<file path="src/rtl/writeback_stage_pkg.sv">
// Shared types and constants for the writeback stage: pipeline encodings
// in `pipes`, architectural constants in `common`.
package common;
    localparam int LINK_OFFSET = 8;
endpackage

package pipes;
    typedef enum logic [1:0] {
        ALU  = 2'd0,
        MEM  = 2'd1,
        LINK = 2'd2,
        NONE = 2'd3
    } wb_src_t;

    typedef enum logic [1:0] {
        BYTE   = 2'd0,
        HALF   = 2'd1,
        WORD   = 2'd2,
        DOUBLE = 2'd3
    } mem_size_t;
endpackage

</file>
<file path="src/rtl/writeback_stage_load_extract.sv">
// Combinational sub-word load extraction: selects the addressed field of an
// aligned memory word and sign/zero-extends it to XLEN.
module load_extract
    import pipes::*;
#(
    parameter int XLEN  = 32,
    parameter int OFF_W = $clog2(XLEN / 8)
) (
    input  logic [XLEN-1:0]  rdata,
    input  logic [OFF_W-1:0] offset,
    input  mem_size_t        size,
    input  logic             is_unsigned,
    output logic [XLEN-1:0]  result
);
    logic [OFF_W-1:0] off_h;
    logic [OFF_W-1:0] off_w;
    logic [7:0]       byte_v;
    logic [15:0]      half_v;
    logic [31:0]      word_v;

    always_comb begin
        // Misaligned offsets are truncated down to the field's natural alignment.
        off_h  = offset & ~OFF_W'(1);
        off_w  = offset & ~OFF_W'(3);
        byte_v = rdata[{offset, 3'b000} +: 8];
        half_v = rdata[{off_h, 3'b000} +: 16];
        word_v = rdata[{off_w, 3'b000} +: 32];
        unique case (size)
            BYTE:    result = is_unsigned ? XLEN'(byte_v) : XLEN'($signed(byte_v));
            HALF:    result = is_unsigned ? XLEN'(half_v) : XLEN'($signed(half_v));
            WORD:    result = is_unsigned ? XLEN'(word_v) : XLEN'($signed(word_v));
            default: result = rdata;
        endcase
    end
endmodule

</file>
<file path="src/rtl/writeback_stage.sv">
// MIPS writeback stage: accepts one retiring instruction per cycle, waits for
// load data when needed, and drives the register-file/forwarding write port.
module writeback_stage
    import pipes::*;
    import common::*;
#(
    parameter int XLEN      = 32,
    parameter int NREG_BITS = 5,
    parameter int CNT_W     = 64
) (
    input  logic                 clk,
    input  logic                 reset,
    input  logic                 in_valid,
    output logic                 in_ready,
    input  wb_src_t              in_wb_src,
    input  logic [XLEN-1:0]      in_alu_result,
    input  logic [XLEN-1:0]      in_pc,
    input  mem_size_t            in_mem_size,
    input  logic                 in_mem_unsigned,
    input  logic                 in_reg_write,
    input  logic [NREG_BITS-1:0] in_rd,
    input  logic [XLEN-1:0]      mem_rdata,
    input  logic                 mem_rvalid,
    input  logic                 flush,
    output logic                 rf_we,
    output logic [NREG_BITS-1:0] rf_wa,
    output logic [XLEN-1:0]      rf_wd,
    output logic                 fwd_valid,
    output logic [NREG_BITS-1:0] fwd_rd,
    output logic [XLEN-1:0]      fwd_data,
    output logic [CNT_W-1:0]     instret
);
    localparam int OFF_W = $clog2(XLEN / 8);

    typedef enum logic [1:0] {IDLE, WAIT_MEM, WRITE} state_t;

    state_t               state_q, state_d;
    logic                 rf_we_q, rf_we_d;
    logic [NREG_BITS-1:0] rf_wa_q, rf_wa_d;
    logic [XLEN-1:0]      rf_wd_q, rf_wd_d;
    logic                 ld_we_q, ld_we_d;
    logic [NREG_BITS-1:0] ld_rd_q, ld_rd_d;
    logic [OFF_W-1:0]     ld_off_q, ld_off_d;
    mem_size_t            ld_size_q, ld_size_d;
    logic                 ld_uns_q, ld_uns_d;
    logic [CNT_W-1:0]     instret_q, instret_d;

    logic                 accept;
    logic                 new_we;
    logic [XLEN-1:0]      new_wd;
    logic [XLEN-1:0]      ld_data;

    load_extract #(.XLEN(XLEN), .OFF_W(OFF_W)) u_extract (
        .rdata       (mem_rdata),
        .offset      (ld_off_q),
        .size        (ld_size_q),
        .is_unsigned (ld_uns_q),
        .result      (ld_data)
    );

    assign in_ready = (state_q != WAIT_MEM);

    always_comb begin
        accept    = in_valid & in_ready;
        new_we    = in_reg_write & (in_rd != '0);
        new_wd    = (in_wb_src == LINK) ? in_pc + XLEN'(LINK_OFFSET) : in_alu_result;

        state_d   = state_q;
        rf_we_d   = 1'b0;
        rf_wa_d   = rf_wa_q;
        rf_wd_d   = rf_wd_q;
        ld_we_d   = ld_we_q;
        ld_rd_d   = ld_rd_q;
        ld_off_d  = ld_off_q;
        ld_size_d = ld_size_q;
        ld_uns_d  = ld_uns_q;
        instret_d = instret_q;

        if (state_q == WRITE) begin
            instret_d = instret_q + CNT_W'(1);
        end

        if (state_q == WAIT_MEM) begin
            // A flush kills the load even when its data arrives the same cycle.
            if (flush) begin
                state_d = IDLE;
            end else if (mem_rvalid) begin
                state_d = WRITE;
                rf_we_d = ld_we_q;
                rf_wa_d = ld_rd_q;
                rf_wd_d = ld_data;
            end
        end else if (accept) begin
            if (in_wb_src == MEM) begin
                state_d   = WAIT_MEM;
                ld_we_d   = new_we;
                ld_rd_d   = in_rd;
                ld_off_d  = in_alu_result[OFF_W-1:0];
                ld_size_d = in_mem_size;
                ld_uns_d  = in_mem_unsigned;
            end else begin
                state_d = WRITE;
                rf_we_d = new_we;
                rf_wa_d = in_rd;
                rf_wd_d = new_wd;
            end
        end else begin
            state_d = IDLE;
        end
    end

    always_ff @(posedge clk or posedge reset) begin
        if (reset) begin
            state_q   <= IDLE;
            rf_we_q   <= 1'b0;
            rf_wa_q   <= '0;
            rf_wd_q   <= '0;
            ld_we_q   <= 1'b0;
            ld_rd_q   <= '0;
            ld_off_q  <= '0;
            ld_size_q <= BYTE;
            ld_uns_q  <= 1'b0;
            instret_q <= '0;
        end else begin
            state_q   <= state_d;
            rf_we_q   <= rf_we_d;
            rf_wa_q   <= rf_wa_d;
            rf_wd_q   <= rf_wd_d;
            ld_we_q   <= ld_we_d;
            ld_rd_q   <= ld_rd_d;
            ld_off_q  <= ld_off_d;
            ld_size_q <= ld_size_d;
            ld_uns_q  <= ld_uns_d;
            instret_q <= instret_d;
        end
    end

    assign rf_we     = rf_we_q;
    assign rf_wa     = rf_wa_q;
    assign rf_wd     = rf_wd_q;
    assign fwd_valid = rf_we_q;
    assign fwd_rd    = rf_wa_q;
    assign fwd_data  = rf_wd_q;
    assign instret   = instret_q;
endmodule

</file>
<file path="config.mk">
export PLATFORM = sky130hd
export DESIGN_NAME = writeback_stage
export DESIGN_NICKNAME = d
export VERILOG_FILES = /design/src/rtl/writeback_stage_pkg.sv /design/src/rtl/writeback_stage_load_extract.sv /design/src/rtl/writeback_stage.sv
export SDC_FILE = /design/constraint.sdc
export NUM_CORES = 1
export LEC_CHECK = 0
export ABC_CLOCK_PERIOD_IN_PS = 5250
export CAP_MARGIN = 20
export CORE_MARGIN = 1
export CORE_UTILIZATION = 35
export DETAILED_ROUTE_END_ITERATION = 6
export PLACE_DENSITY = 0.69
export SLEW_MARGIN = 20
export SYNTH_ARGS = -nofsm -noshare
export SYNTH_HDL_FRONTEND = slang
export SYNTH_SLANG_ARGS = --single-unit
</file>
<file path="constraint.sdc">
create_clock -name clk -period 5.25 [get_ports clk]
set_clock_uncertainty 0.15 [all_clocks]
set_input_delay 1.05 -clock clk [delete_from_list [all_inputs] [get_ports clk]]
set_output_delay 1.05 -clock clk [all_outputs]
set_load 0.03 [all_outputs]
</file>
==> metrics.csv, run 1 <==
stage;metric;value;unit
status;outcome;finished clean;
clock_network;max-clock-path-buffers;2;
yosys;yosys_warnings;0;
yosys;synth_area_per_cell;9.418;sq um
die;die_area;0.02032;sq mm
sta;fin_tns_setup;0;ps
yosys;yosysTopAreaCellShare;0.4163;
place;routabilityCongestion;0.9270;
sta;rsz0062_at_grt;no;
sta;setup_viol;0;
critical_path;cpMostUsedCell;buf_4;
grt;grt_max_degree;63;
clock_network;cts_made_buffers;17;
cells_and_area;fillers;1830;
die;core-area;0.01940;sq mm
clock_network;clk_pin_slew_worst_paths;50;ps
yosys;synth_top_area_cell;dfrtp_1;
die;die_height;142.5;microns
critical_path;max_stage_delay;710;ps
sta;maxSlewHeadroom;0.3890;
drt;antenna_left;0;
clock_network;cts_hold_buf;0;
clock_network;clkLatencyLatePin;410;ps
drt;vias_per_cell;5.381;
critical_path;required;4050;ps
grt;grt_pass1_vias;6323;
sta;slew_viol_final;0;
grt;antenna_found_initial;0;
drt;finalWirelength;23.32;mm
yosys;synth_top_flop_cell;dfrtp_1;
job;max_cap_viol_count;0;
yosys;synthArstFlopShare;1.000;
sta;fin_crit_sh;0.6987;
cells_and_area;drive_gt1_frac;0.08008;
critical_path;cp_top_family;buffers and inverters;
clock_network;h-tree-depth;4;
drt;drc;0;
grt;grt_pass1_wl;35.30;mm
cells_and_area;multi_input_area;0.003517;sq mm
clock_network;cts.sinks;115;
die;start_util;0.3564;
sta;setup_ws;1582;ps
sta;min_period;3668;ps
critical_path;end_kind;primary output;
pwr;p_leak;4.108;nW
grt;gr-total-overflow;0;
critical_path;crit_buf_inv;4;
die;fp-row-count;51;
die;io_pins;253;
cells_and_area;nets;1052;
yosys;synth.cell_area;0.006913;sq mm
critical_path;crit_chain;nor2b_2 -> buf_4 -> inv_1 -> buf_4 -> clkdlybuf4s50_1;
cells_and_area;diodes;0;
clock_network;cts_tree;done;
place;io_buffers;252;
sta;tightest_slew;916.5;ps
drt;vias;6532;
pwr;vdd_drop_max;0.1658;mV
yosys;synth.area.top_cells;dfrtp_1, xor2_1, xnor2_1, buf_4, nand2_1;
critical_path;critPathSlowestCell;clkdlybuf4s50_1;
place;dp_hpwl;18.11;mm
drt;drtIter0Drc;508;
clock_network;root_buffer;clkbuf_16;
critical_path;cp.arrival;2470;ps
yosys;synth_edf_count;0;
pwr;power_density;317.5;mW/mm^2
critical_path;path_class;reg2out;
yosys;syn_nets;848;
critical_path;path_max_fanout;25;
cells_and_area;final_core_util;0.5108;
yosys;synthCells;734;
cells_and_area;area_growth;43.35;%
die;die_w;142.5;microns
clock_network;cts_setup_buffers;0;
place;dp_slack;1768;ps
yosys;yosysSeqAreaShare;0.4163;
yosys;ys_ff_latch;115;
sta;whs;315.8;ps
sta;max_freq;272.6;MHz
drt;wl_per_cell;19.21;microns
yosys;ys_types;67;
clock_network;cts.repair.resized;0;
drt;dr.pass1.iters;5;
hold_path;holdCritPathClass;reg2reg;
cells_and_area;register_area;0.002878;sq mm
sta;timing.final.hold_violations;0;
yosys;ys_top_cells_by_count;dfrtp_1, nand2_1, nor2_1, xor2_1, buf_4;
grt;grt_use_total;0.2325;
critical_path;critPathLaunchType;register;
yosys;synth.most_common_cell;dfrtp_1;
[metal layers]
metal / global-route usage / share of wire
met5: 0 / 0
met3: 0.05451 / 0.079
met4: 0.07810 / 0.020
met1: 0.2815 / 0.40
met2: 0.4038 / 0.50
[state kept, by name, summed over array words and instances (netlist names), 2 cells and up]
signal,cells
instret,64
fwd_data,32
fwd_rd,5
ld_rd_q,5
ld_off_q,2
ld_size_q,2
state_q,2
[cells by family (layout without fill, tap and decap cells)]
kind of cell               Yosys count  count (layout)  synth area share
and+or+nand+nor                    295             295            0.2364
AOI/OAI and AO/OA                  123             123            0.1276
DFF                                115             115            0.4163
buffers and inverters               95             310           0.07656
xor gates and xnor gates            83              83            0.1052
muxes                               21              21           0.03439
adders and majority gates            2               2          0.003619
[final cells by class]
type                            instances  share of cell area
Multi-Input combinational cell        524              0.3549
Sequential cell                       115              0.2904
Timing Repair Buffer                  261              0.2614
Clock buffer                           24             0.04659
Tap cell                              265             0.03346
Inverter                               19            0.007449
Clock inverter                          6            0.005808
[worst register-to-register path, cell delays in order, from the launching register on]
cell and delay (ps):
dfrtp_1 430, and4_1 220, and3_1 520, nand3_1 740, nor4_2 510, xor2_1 180
[worst paths after layout]
kind,startpoint,endpoint,slack (ps),cells after the start
max reg2reg,instret[3],instret[63],2420,5
max,state_q[0],in_ready,1580,5
min,instret[63],instret[63],320,1
min reg2reg,instret[63],instret[63],320,1
max in group asynchronous,reset,instret[42],3040,3
min in group asynchronous,reset,instret[41],990,2
[metrics by stage]
stage	power, mW	area, sq um	instances
final	3.147	9910	1214
after global routing	3.286	9910	1214
after CTS	3.171	9910	1214
after detailed placement	2.127	9390	1184
after global placement	2.122	9390	1184
after floorplan	1.722	6913	734
[placed cells by master (no fill, tap or decap), types with 18 or more instances in the layout]
| cell | count |
|---|---|
| xor2_1 | 46 |
| nand2_1 | 78 |
| nand3_1 | 38 |
| nand4_1 | 20 |
| xnor2_1 | 37 |
| inv_1 | 18 |
| a21oi_1 | 18 |
| nor2_1 | 52 |
| dfrtp_1 | 115 |
| a31oi_1 | 19 |
| clkdlybuf4s50_1 | 252 |
| nor3_1 | 26 |
[power breakdown]
part           switching (mW)  internal (mW)  leakage [nW]
registers               0.145          0.984          1.48
clock network           0.380          0.653         0.254
logic                   0.550          0.435          2.37
total                    1.08           2.07          4.11
Power figures use the tool's default switching activity.
==> run 2: changes to the inputs <==
ABC_CLOCK_PERIOD_IN_PS = 3510   (was 5250)
clock period = 3.51 ns   (was 5.25 ns; I/O delays follow)
==> run 2 against run 1 <==
  * Combinational power increased by 52%
  * Clock-buffer cell count decreased by 5
  * Register-to-register slack got worse by 1400 ps
  * Die area unchanged
  * Clock power increased by 74%
  * Critical path type is now in2reg
  * Largest cell class unchanged
==> metrics.csv, run 2 (synthesis results as in run 1) <==
stage;metric;value;unit
grt;grt_pass1_wl;35.43;mm
clock_network;clkLatencyLatePin;410;ps
sta;max_freq;365.5;MHz
drt;dr.pass1.iters;4;
grt;grt_use_total;0.2314;
critical_path;end_kind;register;
pwr;p_leak;4.173;nW
sta;timing.final.hold_violations;0;
critical_path;required;3650;ps
clock_network;cts.repair.resized;0;
pwr;vdd_drop_max;0.2798;mV
drt;wl_per_cell;19.05;microns
sta;rsz0062_at_grt;no;
clock_network;clk_pin_slew_worst_paths;60;ps
critical_path;crit_chain;clkdlybuf4s50_1 -> nand4_1 -> nor3_2 -> a21oi_1 -> a2111oi_0 -> o31ai_1;
place;dp_slack;403.5;ps
clock_network;cts_made_buffers;17;
die;die_w;142.5;microns
clock_network;root_buffer;clkbuf_16;
critical_path;cp_top_family;simple AND/OR/NAND/NOR gates;
cells_and_area;largest_reg_flops;64;
cells_and_area;diodes;0;
grt;use_met2;0.3844;
place;io_buffers;252;
die;die_height;142.5;microns
sta;setup_viol;0;
critical_path;max_stage_delay;610;ps
place;placed_area;0.009434;sq mm
grt;grt_pass1_vias;6227;
grt;globalRouteMet3Util;0.06898;
critical_path;cp.arrival;2870;ps
sta;slew_viol_final;0;
clock_network;max-clock-path-buffers;2;
clock_network;cts.sinks;115;
sta;setup_ws;774.0;ps
clock_network;h-tree-depth;4;
critical_path;path_max_fanout;9;
drt;vias_per_cell;5.283;
status;outcome;finished clean;
critical_path;path_class;in2reg;
die;die_area;0.02032;sq mm
cells_and_area;mostFrequentLayoutCells;clkdlybuf4s50_1, dfrtp_1, nand2_1;
cells_and_area;final_common_cell;clkdlybuf4s50_1;
place;dp_hpwl;17.66;mm
grt;grt_use_met1;0.2843;
cells_and_area;final_core_util;0.5177;
critical_path;crit_buf_inv;1;
die;start_util;0.3564;
cells_and_area;fin_area;0.01004;sq mm
drt;finalWirelength;23.24;mm
sta;fin_tns_setup;0;ps
clock_network;cts_tree;done;
cells_and_area;area_growth;45.29;%
grt;grt_max_degree;116;
grt;grt_busiest_layer;met2;
pwr;power_density;493.1;mW/mm^2
grt;gr-total-overflow;0;
drt;vias;6445;
die;io_pins;253;
sta;whs;332.7;ps
clock_network;cts_hold_buf;0;
sta;tightest_slew;800.4;ps
critical_path;critPathSlowestCell;nor3_2;
drt;drtIter0Drc;339;
sta;maxSlewHeadroom;0.4649;
die;core-area;0.01940;sq mm
grt;antenna_found_initial;1;
drt;antenna_left;0;
clock_network;cts_setup_buffers;0;
job;max_cap_viol_count;0;
place;routabilityCongestion;0.9288;
die;fp-row-count;51;
cells_and_area;drive_gt1_frac;0.09215;
drt;drc;0;
sta;fin_crit_sh;0.7795;
sta;min_period;2736;ps
critical_path;critPathLaunchType;input port;
cells_and_area;nets;1056;
hold_path;holdCritPathClass;reg2reg;
[run 2: layout make-up]
class | count | area, sq um
Multi-Input combinational cell | 524 | 3517
Inverter | 19 | 75.07
Sequential cell | 115 | 2878
Fill cell | 1790 | 9355
Clock inverter | 13 | 156.4
Clock buffer | 19 | 452.9
Tap cell | 265 | 331.6
Timing Repair Buffer | 265 | 2633
[run 2: report_power, final]
part,internal (mW),switching [mW],total [mW]
Clock,1.15,0.637,1.79
Sequential,1.47,0.192,1.66
Combinational,0.655,0.846,1.50
Total,3.28,1.68,4.95
[run 2: final timing paths]
check,start,endpoint,slack [ps],cells after the start
max,in_pc[5],fwd_data[16],770,6
min,instret[63],instret[63],330,1
max reg2reg,state_q[0],fwd_data[28],1000,7
min reg2reg,instret[63],instret[63],330,1
max in group asynchronous,reset,fwd_data[23],2070,3
min in group asynchronous,reset,instret[20],680,3
[run 2: layer usage]
| metal | part of all wire | up-vias |
|---|---|---|
| li1 | - | 3027 |
| met1 | 0.42 | 3093 |
| met2 | 0.48 | 296 |
| met3 | 0.085 | 27 |
| met4 | 0.021 | 2 |
| met5 | 0.00056 | - |
[run 2: metrics by stage]
step                      instances  total power, mW
after floorplan                 734            2.576
after global placement         1188            3.178
after detailed placement       1188            3.187
after CTS                      1220            4.991
after global routing           1220            5.142
final                          1220            4.953
